**src/rtl/b_cache_pkg.sv**
```systemverilog
// b_cache_pkg: op codes, per-op length/window/delay table and FSM states
// shared by the B-cache write sequencer and the din mapping stage.
package b_cache_pkg;

    typedef enum logic [3:0] {
        OP_IDLE      = 4'b0000,
        OP_TRANSPOSE = 4'b1001,
        OP_INV       = 4'b1010,
        OP_NL_PRD    = 4'b1101,
        OP_NL_NEW    = 4'b1110,
        OP_NL_UPD    = 4'b1111
    } op_e;

    typedef enum logic [1:0] {
        ST_IDLE,
        ST_RUN,
        ST_DRAIN,
        ST_DONE
    } state_e;

    localparam logic [3:0] LEN_PRD = 4'd3;
    localparam logic [3:0] LEN_NEW = 4'd6;
    localparam logic [3:0] LEN_UPD = 4'd5;
    localparam logic [3:0] LEN_INV = 4'd9;
    localparam logic [3:0] WF_STD  = 4'd1;
    localparam logic [3:0] WF_INV  = 4'd7;
    localparam logic [1:0] D_STD   = 2'd1;
    localparam logic [1:0] D_TRANSPOSE = 2'd2;

    function automatic logic op_legal(input logic [3:0] op);
        return op inside {OP_TRANSPOSE, OP_INV, OP_NL_PRD, OP_NL_NEW, OP_NL_UPD};
    endfunction

    // fixed lengths only; TRANSPOSE takes its length from the command
    function automatic logic [3:0] op_len(input logic [3:0] op);
        return op == OP_NL_PRD ? LEN_PRD :
               op == OP_NL_NEW ? LEN_NEW :
               op == OP_NL_UPD ? LEN_UPD :
               op == OP_INV    ? LEN_INV : 4'd0;
    endfunction

    function automatic logic [3:0] op_wf(input logic [3:0] op);
        return op == OP_INV ? WF_INV : WF_STD;
    endfunction

    function automatic logic [1:0] op_dly(input logic [3:0] op);
        return op == OP_TRANSPOSE ? D_TRANSPOSE : D_STD;
    endfunction

endpackage

```
**src/rtl/b_cache_wr_align.sv**
```systemverilog
// b_cache_wr_align: delays write valid/address by 1 or 2 cycles so the B-cache
// write enable lines up with the mapped din; address holds between writes.
module b_cache_wr_align #(
    parameter int AW = 10
) (
    input  logic          clk,
    input  logic          rst_n,
    input  logic          dly2_i,
    input  logic          v_i,
    input  logic [AW-1:0] a_i,
    output logic          wea_o,
    output logic [AW-1:0] addr_o
);

    logic          s_v_q;
    logic [AW-1:0] s_a_q;
    logic          wea_q;
    logic [AW-1:0] addr_q;
    logic          v_d;
    logic [AW-1:0] a_d;

    always_comb begin
        v_d = dly2_i ? s_v_q : v_i;
        a_d = dly2_i ? s_a_q : a_i;
    end

    always_ff @(posedge clk or negedge rst_n) begin
        if (!rst_n) begin
            s_v_q  <= 1'b0;
            s_a_q  <= '0;
            wea_q  <= 1'b0;
            addr_q <= '0;
        end else begin
            s_v_q <= v_i;
            s_a_q <= a_i;
            wea_q <= v_d;
            if (v_d) addr_q <= a_d;
        end
    end

    assign wea_o  = wea_q;
    assign addr_o = addr_q;

endmodule

```
**src/rtl/b_cache_wr_ctrl.sv**
```systemverilog
// b_cache_wr_ctrl: one-command-at-a-time sequencer for the B-cache write path,
// driving op select, sequence count, transpose-buffer reads and aligned writes.
module b_cache_wr_ctrl
    import b_cache_pkg::*;
#(
    parameter int SEQ_CNT_DW = 10,
    parameter int BCA_AW     = 10,
    parameter int TB_AW      = 10
) (
    input  logic                  clk,
    input  logic                  sys_rst_n,
    input  logic                  cmd_valid,
    output logic                  cmd_ready,
    input  logic [3:0]            cmd_op,
    input  logic [SEQ_CNT_DW-1:0] cmd_len,
    input  logic [BCA_AW-1:0]     cmd_base,
    input  logic [TB_AW-1:0]      cmd_tb_base,
    output logic [3:0]            B_cache_in_sel,
    output logic [SEQ_CNT_DW-1:0] seq_cnt_out,
    output logic                  B_cache_TB_enb,
    output logic [TB_AW-1:0]      B_cache_TB_addrb,
    output logic                  B_cache_wea,
    output logic [BCA_AW-1:0]     B_cache_addra,
    output logic                  busy,
    output logic                  done,
    output logic                  cmd_err
);

    state_e                state_q, state_d;
    logic [3:0]            op_q, op_d, sel_q, sel_d;
    logic [SEQ_CNT_DW-1:0] len_q, len_d, seq_q, seq_d, wf;
    logic [BCA_AW-1:0]     base_q, base_d, wr_a;
    logic [TB_AW-1:0]      tbb_q, tbb_d, tba_q, tba_d;
    logic                  tbe_q, tbe_d, cnt_q, cnt_d;
    logic                  done_q, done_d, err_q, err_d, rdy_q, busy_q;
    logic                  acc_ok, wr_v;
    logic [SEQ_CNT_DW-1:0] acc_len;

    always_comb begin
        acc_len = cmd_op == OP_TRANSPOSE ? cmd_len : SEQ_CNT_DW'(op_len(cmd_op));
        acc_ok  = op_legal(cmd_op) && acc_len != '0;
        state_d = state_q;
        op_d    = op_q;
        len_d   = len_q;
        base_d  = base_q;
        tbb_d   = tbb_q;
        tba_d   = tba_q;
        cnt_d   = cnt_q;
        seq_d   = '0;
        sel_d   = '0;
        tbe_d   = 1'b0;
        done_d  = 1'b0;
        err_d   = 1'b0;
        case (state_q)
            ST_IDLE: if (cmd_valid) begin
                op_d   = cmd_op;
                len_d  = acc_len;
                base_d = cmd_base;
                tbb_d  = cmd_tb_base;
                if (acc_ok) begin
                    state_d = ST_RUN;
                    seq_d   = SEQ_CNT_DW'(1);
                    sel_d   = cmd_op;
                    tbe_d   = cmd_op == OP_TRANSPOSE;
                    if (cmd_op == OP_TRANSPOSE) tba_d = cmd_tb_base;
                end else begin
                    state_d = ST_DONE;
                    done_d  = 1'b1;
                    err_d   = !op_legal(cmd_op);
                end
            end
            ST_RUN: begin
                sel_d = op_q;
                if (seq_q == len_q) begin
                    state_d = ST_DRAIN;
                    cnt_d   = op_dly(op_q) == D_TRANSPOSE;
                end else begin
                    seq_d = seq_q + SEQ_CNT_DW'(1);
                    tbe_d = op_q == OP_TRANSPOSE;
                    if (op_q == OP_TRANSPOSE) tba_d = tbb_q + TB_AW'(seq_q);
                end
            end
            ST_DRAIN: begin
                if (cnt_q) begin
                    cnt_d = 1'b0;
                    sel_d = op_q;
                end else begin
                    state_d = ST_DONE;
                    done_d  = 1'b1;
                end
            end
            default: state_d = ST_IDLE;
        endcase
    end

    // write request for the seq value currently on seq_cnt_out
    always_comb begin
        wf   = SEQ_CNT_DW'(op_wf(op_q));
        wr_v = state_q == ST_RUN && seq_q >= wf;
        wr_a = base_q + BCA_AW'(seq_q - wf);
    end

    always_ff @(posedge clk or negedge sys_rst_n) begin
        if (!sys_rst_n) begin
            state_q <= ST_IDLE;
            op_q    <= '0;
            len_q   <= '0;
            base_q  <= '0;
            tbb_q   <= '0;
            tba_q   <= '0;
            cnt_q   <= 1'b0;
            seq_q   <= '0;
            sel_q   <= '0;
            tbe_q   <= 1'b0;
            done_q  <= 1'b0;
            err_q   <= 1'b0;
            rdy_q   <= 1'b1;
            busy_q  <= 1'b0;
        end else begin
            state_q <= state_d;
            op_q    <= op_d;
            len_q   <= len_d;
            base_q  <= base_d;
            tbb_q   <= tbb_d;
            tba_q   <= tba_d;
            cnt_q   <= cnt_d;
            seq_q   <= seq_d;
            sel_q   <= sel_d;
            tbe_q   <= tbe_d;
            done_q  <= done_d;
            err_q   <= err_d;
            rdy_q   <= state_d == ST_IDLE;
            busy_q  <= state_d != ST_IDLE;
        end
    end

    b_cache_wr_align #(.AW(BCA_AW)) u_align (
        .clk    (clk),
        .rst_n  (sys_rst_n),
        .dly2_i (op_dly(op_q) == D_TRANSPOSE),
        .v_i    (wr_v),
        .a_i    (wr_a),
        .wea_o  (B_cache_wea),
        .addr_o (B_cache_addra)
    );

    assign cmd_ready        = rdy_q;
    assign busy             = busy_q;
    assign done             = done_q;
    assign cmd_err          = err_q;
    assign seq_cnt_out      = seq_q;
    assign B_cache_in_sel   = sel_q;
    assign B_cache_TB_enb   = tbe_q;
    assign B_cache_TB_addrb = tba_q;

endmodule

```
**config.mk**
```make
export PLATFORM = sky130hd
export DESIGN_NAME = b_cache_wr_ctrl
export DESIGN_NICKNAME = d
export VERILOG_FILES = /design/src/rtl/b_cache_pkg.sv /design/src/rtl/b_cache_wr_align.sv /design/src/rtl/b_cache_wr_ctrl.sv
export SDC_FILE = /design/constraint.sdc
export NUM_CORES = 1
export LEC_CHECK = 0
export CORE_MARGIN = 2
export CORE_UTILIZATION = 53
export CTS_CLUSTER_DIAMETER = 60
export DETAILED_ROUTE_END_ITERATION = 8
export PLACE_DENSITY = 0.78
export SYNTH_ARGS = -nofsm -noshare
export SYNTH_HDL_FRONTEND = slang
export SYNTH_SLANG_ARGS = --single-unit
```
**constraint.sdc**
```tcl
create_clock -name clk -period 8 [get_ports clk]
set_clock_uncertainty 0.1 [all_clocks]
set_input_delay 0.8 -clock clk [delete_from_list [all_inputs] [get_ports clk]]
set_output_delay 0.8 -clock clk [all_outputs]
set_load 0.005 [all_outputs]
```
==> reports/metrics.cfg, run 1 <==
[final_layout]
final_layout_size_suffix_gt1_frac = 0.1080
area_delta_synth_final_pct = 21.73
final_cells = 645
fill_cells = 676
diodes = 0
layout.nets = 600

[power_and_ir_drop]
pwr_density_cell_nw_per_um2 = 353.3
leakage_nw = 2.682
vdd_ir_drop_max_mv = 0.2233
p_total_mw = 2.053

[routing]
wl_per_cell_um = 15.71
drc_errors = 0
vias = 3564
avgViaCountPerCell = 5.526
dr.pass1.iters = 4
finalWirelength_um = 10140
drt_iter0_drc = 164
ant_nets = 0

[clock_network]
htree_num_levels = 3
cts_hold_buf = 0
clock_latency_ns = 0.37
cts_tree = built
post_cts_buffers = 0
clockBufferDepth = 2
path_clk_slew_ns = 0.09
clock_sinks = 88
cts_root_buffer = clkbuf_8
ctsResizeCount = 0
cts_made_buffers = 9

[critical_path]
r2r_slack_ns = 4.82
arrival_ns = 3.36
endpoint_kind = flop
critPathMaxFanout = 3
path_delay_family = adder cells
r2r.worst_path.cells = 12
worstPathRequired_ns = 8.18
slowest_stage = fa_1
r2r-start = op_q[3]
critPathBufInv = 2
path_cells = nor2b_1 > nand3b_1 > inv_1 > fa_1 > inv_1 > fa_1 > a211oi_1 > o21ai_0 > a21oi_1 > xnor2_1 > mux2i_1 > o21ai_0
cpPeakStageDelay_ns = 0.50
r2r_end = u_align.addr_o[6]
cp-start-kind = flop
criticalPathCategory = flop to flop

[synth]
synth_area_leaders = dfrtp_1 46%, ha_1 7.1%, mux2_2 5.7%, xnor2_1 4.6%, inv_1 3.5%
ys_types = 55
synth.most_common_cell = dfrtp_1
synth_warnings = 0
synth-compound-area-share = 0.1298
syn-num-nets = 526
synth-xor-area-share = 0.06055
synth_top_area_cell = dfrtp_1
syn-cell-area_um2 = 4773
ys_ff_latch = 88
synthesis.instances = 458
synth_common_cells = 87 x dfrtp_1, 45 x inv_1, 38 x nand2_1, 32 x o21ai_0, 27 x ha_1
synth_mux_area_frac = 0.1007
synthArstFlopShare = 1.000
synth_edf_count = 0
ys_seq_area_frac = 0.4616
synth_top_area_share = 0.4561
synth_top_family_by_area = compound AO/OA/AOI/OAI gates
avgSynthCellArea_um2 = 10.42
synth-main-ff-cell = dfrtp_1
synthSimpleGateAreaFrac = 0.1062
synthAdderAreaFrac = 0.08755

[timing]
rsz0062_at_grt = no
setup_viol_count_final = 0
maxSlewViolCount = 0
worst_pin_slew_ns = 0.8352
hold_violations = 0
post-route-period-util = 0.3973
layout_min_cycle_time_ns = 3.178
setup_tns_ns = 0
fmax_mhz = 314.6
max_slew_margin = 0.4432

[placed_design]
place_inst = 629
portBuffers = 76
gp_congestion = 0.8562
dpl.hpwl_um = 7451

[job]
drv_cap = 0

[floorplanning]
num_io_pins = 77
die_h_um = 98.90
core_area_um2 = 8721
start_util = 0.5473
rows = 34
dieArea_um2 = 9781
die_x_um = 98.90

[global_routing]
grt.total_usage = 0.2181
grt_start_max_net_pins = 65
grt_pass1_vias = 3579
grt_overflow = 0
grt_pass1_wl_um = 16860
antenna_found_initial = 0

[hold_path]
hold_class = primary input to async pin

[run_status]
status = finished clean

[registers in the layout (all words and copies together) (netlist names), 2 cells and up]
| signal | cells |
|---|---|
| B_cache_in_sel | 4 |
| base_q | 10 |
| seq_cnt_out | 10 |
| op_q | 4 |
| u_align.addr_o | 10 |
| len_q | 10 |
| state_q | 2 |
| tbb_q | 10 |
| B_cache_TB_addrb | 10 |
| u_align.s_a_q | 10 |
[per-stage QoR]
step | utilization | hold slack, ns | worst slack (ns) | area (µm²)
5_1_grt | 0.6663 | 0.2360 | 4.689 | 5811
4_1_cts | 0.6663 | 0.2227 | 4.836 | 5811
6_report | 0.6663 | 0.2125 | 4.822 | 5811
3_3_place_gp | 0.6432 | 0.3615 | 4.644 | 5609
3_5_place_dp | 0.6432 | 0.3699 | 4.512 | 5609
2_1_floorplan | - | 0.3614 | 5.308 | 4773
[power by group]
group	switching, mW	internal, mW
combinational	0.487	0.517
clock	0.156	0.161
sequential	0.106	0.625
total	0.749	1.30
[cell type report]
type,instances,area (µm²),area share
sequential,88,2203,0.3792
inverter,49,183.9,0.03165
clock inverter,3,42.54,0.007321
tap,108,135.1,0.02326
multi-input combinational,306,2313,0.3981
timing repair buffer,78,773.2,0.1331
clock buffer,13,158.9,0.02735
[routing by layer]
layer,wire [µm],global-route usage,part of all wire,vias to the layer above
met5,0,0,0,-
met4,185,0.06744,0.018,0
met3,519,0.05745,0.051,17
met2,5054,0.3690,0.50,91
met1,4375,0.2748,0.43,1734
li1,-,-,-,1722
[cell families after synthesis]
kind of cell / Yosys count
simple gates: 104
compound gates: 97
xor+xnor: 33
flops: 88
buf+inv: 64
mux: 41
fa+ha+maj: 31
[placed cells by master, fill, tap and decap left out, types with 4 or more instances in the layout]
cell type / n
clkdlybuf4s50_1: 75
inv_1: 45
mux2i_1: 9
o21a_1: 4
fa_1: 4
and2_1: 4
o22ai_1: 6
nand3_1: 7
a21o_1: 6
nor3_1: 6
ha_1: 27
dfrtp_1: 87
nor2b_1: 4
a22o_1: 9
xor2_1: 8
o21ai_0: 32
a211oi_1: 5
inv_2: 4
mux2_2: 24
a21oi_1: 16
mux2_4: 8
nand2_1: 38
clkbuf_8: 11
nor2_1: 24
xnor2_1: 25
[how the worst max path moves through the flow]
stage          startpoint                  end  slack [ns]  cells after the start
6_report          op_q[3]    u_align.addr_o[6]        4.82                     12
5_1_grt           op_q[2]    u_align.addr_o[9]        4.69                     12
2_1_floorplan     op_q[3]    u_align.addr_o[6]        5.31                     12
4_1_cts           op_q[3]    u_align.addr_o[6]        4.84                     12
3_3_place_gp    cmd_op[0]  B_cache_TB_addrb[0]        4.64                      7
3_5_place_dp    cmd_op[0]  B_cache_TB_addrb[0]        4.51                      7
Power figures use the tool's default switching activity.
==> run 2: changes to the inputs <==
Settings changed: CORE_UTILIZATION 53 to 49, PLACE_DENSITY 0.78 to 0.76.
Clock period 8 ns to 2.65 ns, I/O delays scaled along.
==> reports/metrics.cfg, run 2 (synthesis gave the netlist of run 1 again) <==
[power_and_ir_drop]
leakage_nw = 2.886  ; +7.6%
pwr_density_cell_nw_per_um2 = 1141  ; +220%
p_sw_frac = 0.3708  ; +0.005819
power_frac_clock = 0.146  ; -0.009
power_switching_mw = 2.633  ; +250%
vdd_ir_drop_max_mv = 0.6245  ; +180%
p_comb_frac = 0.545  ; +0.056
seqPwrFrac = 0.309  ; -0.047
power.internal_mw = 4.469  ; +240%

[critical_path]
critPathMaxFanout = 3  ; unchanged
r2r_end = u_align.addr_o[8]
crit_path_frequent_cell = inv_2
endpoint_kind = flop
path_cells = nor2b_4 > nand3b_1 > inv_2 > fa_1 > inv_2 > fa_2 > a211oi_4 > buf_4 > o21ai_2 > nand2b_1 > a21oi_2 > xnor2_1 > a21oi_1
cpPeakStageDelay_ns = 0.49  ; about the same
worstPathRequired_ns = 2.79  ; -5.39 ns
cp-start-kind = flop
criticalPathCategory = flop to flop
critPathBufInv = 3  ; +1
arrival_ns = 2.93  ; -0.43 ns
r2r-start = op_q[3]
r2r_slack_ns = -0.14  ; -4.97 ns
r2r.worst_path.cells = 13  ; +1
slowest_stage = fa_1
path_delay_family = adder cells

[placed_design]
portBuffers = 76  ; unchanged
placed_area_um2 = 5861  ; +4.5%
dpl.hpwl_um = 7946  ; +6.6%
gp_congestion = 0.8890  ; +3.8%

[routing]
ant_nets = 0  ; unchanged
wl_per_cell_um = 16.01  ; +1.9%
finalWirelength_um = 11210  ; +11%
drc_errors = 0  ; unchanged
drt_iter0_drc = 156  ; -4.9%
vias = 3672  ; +3.0%
dr.pass1.iters = 4  ; unchanged
avgViaCountPerCell = 5.246  ; -5.1%

[final_layout]
area_delta_synth_final_pct = 30.35
final_core_util = 0.6485  ; -0.01775
multi_input_area_um2 = 2415  ; +4.4%
final_common_cell = dfrtp_1
layout_common_cells = 87 x dfrtp_1, 75 x clkdlybuf4s50_1, 43 x inv_1
diodes = 0  ; unchanged
fill_cells = 770  ; +14%
layout.nets = 631  ; +5.2%
final_layout_size_suffix_gt1_frac = 0.1887  ; +0.08071
fin_area_um2 = 6222  ; +7.1%
ff_latch_area_um2 = 2203  ; unchanged

[global_routing]
grt_overflow = 0  ; unchanged
grt_start_max_net_pins = 46  ; -29%
grt.total_usage = 0.2190  ; +0.0009261
antenna_found_initial = 0  ; unchanged
grt_pass1_vias = 3724  ; +4.1%
grt_pass1_wl_um = 17930  ; +6.4%

[clock_network]
path_clk_slew_ns = 0.08  ; about the same
clock_sinks = 88  ; unchanged
cts_made_buffers = 9  ; unchanged
cts_tree = built
clockBufferDepth = 2  ; unchanged
cts_root_buffer = clkbuf_8
htree_num_levels = 3  ; unchanged
clock_latency_ns = 0.36  ; about the same

[floorplanning]
die_x_um = 102.7  ; +3.8%
num_io_pins = 77  ; unchanged
core_area_um2 = 9594  ; +10%
dieArea_um2 = 10550  ; +7.8%
die_h_um = 102.7  ; +3.8%
start_util = 0.4975  ; -0.04982
rows = 36  ; +5.9%

[timing]
worst_slack_ns = -0.1433  ; -4.965 ns
maxSlewViolCount = 0  ; unchanged
worst_pin_slew_ns = 0.6157  ; -0.2194 ns
layout_min_cycle_time_ns = 2.793  ; -0.3849 ns
fmax_mhz = 358.0  ; +14%
setup_viol_count_final = 9  ; +9
post-route-period-util = 1.054  ; +0.6568
rsz0062_at_grt = yes
max_slew_margin = 0.5895  ; +0.1463
setup_tns_ns = -0.6991  ; -0.6991 ns
hold_violations = 0  ; unchanged

[run_status]
failed_checks = setup timing
status = finished with violations

[hold_path]
hold_class = primary input to async pin

[job]
drv_cap = 0  ; unchanged

[run 2: cell count changes in the layout (fill, tap and decap cells not counted), sizes merged]
cell,previous run,this run
buf,3,33
bufinv,1,2
dlygate4sd3,0,1
clkinvlp,1,0
clkbuf,13,12
[run 2: stage by stage]
step | hold WS, ns | power [mW] | setup WS (ns) | std cells
2_1_floorplan | -0.1306 | 4.334 | 0.03581 | 458
3_3_place_gp | 0.2165 | 5.361 | -0.06171 | 679
3_5_place_dp | 0.2250 | 5.506 | -0.1925 | 679
4_1_cts | 0.3887 | 6.785 | -0.03064 | 697
5_1_grt | 0.4189 | 7.614 | -0.2433 | 700
6_report | 0.3578 | 7.102 | -0.1433 | 700
[run 2: timing repair]
item                                    CTS  global route
pin swaps                                13             9
endpoints found under the hold margin    43             0
gates resized for setup                  18            11
endpoints found under the setup margin    8            10
hold buffers                              1             0
setup buffers                             2             3
[run 2: final cells by class]
| cell class | instances | area share |
|---|---|---|
| flip-flops and latches | 88 | 0.3541 |
| repair buffers | 109 | 0.1661 |
| clock buffers | 12 | 0.02493 |
| clock inverters | 3 | 0.01046 |
| multi-input cells | 306 | 0.3881 |
| inverters | 49 | 0.02956 |
| well taps | 133 | 0.02674 |
[run 2: worst max path at each step]
stage	start	end	slack [ns]	cells past startpoint
2_1_floorplan	op_q[3]	u_align.addr_o[5]	0.04	12
3_3_place_gp	op_q[3]	u_align.addr_o[5]	-0.06	12
3_5_place_dp	op_q[3]	u_align.addr_o[5]	-0.19	12
4_1_cts	op_q[3]	u_align.addr_o[6]	-0.03	12
5_1_grt	op_q[3]	u_align.addr_o[5]	-0.24	12
6_report	op_q[3]	u_align.addr_o[8]	-0.14	13
[run 2: metal layers]
layer | share of wire | wire (µm) | GRT usage
met3 | 0.038 | 425 | 0.03797
met2 | 0.50 | 5602 | 0.3630
met4 | 0.020 | 225 | 0.07692
met5 | 0 | 0 | 0
met1 | 0.44 | 4953 | 0.2918
[run 2: power by group through the flow]
stage	combinational, mW	sequential, mW	clock [mW]
2_1_floorplan	2.17	2.16	0
3_3_place_gp	3.18	2.18	0
3_5_place_dp	3.30	2.20	0
4_1_cts	3.55	2.19	1.05
5_1_grt	4.26	2.25	1.10
6_report	3.87	2.19	1.04
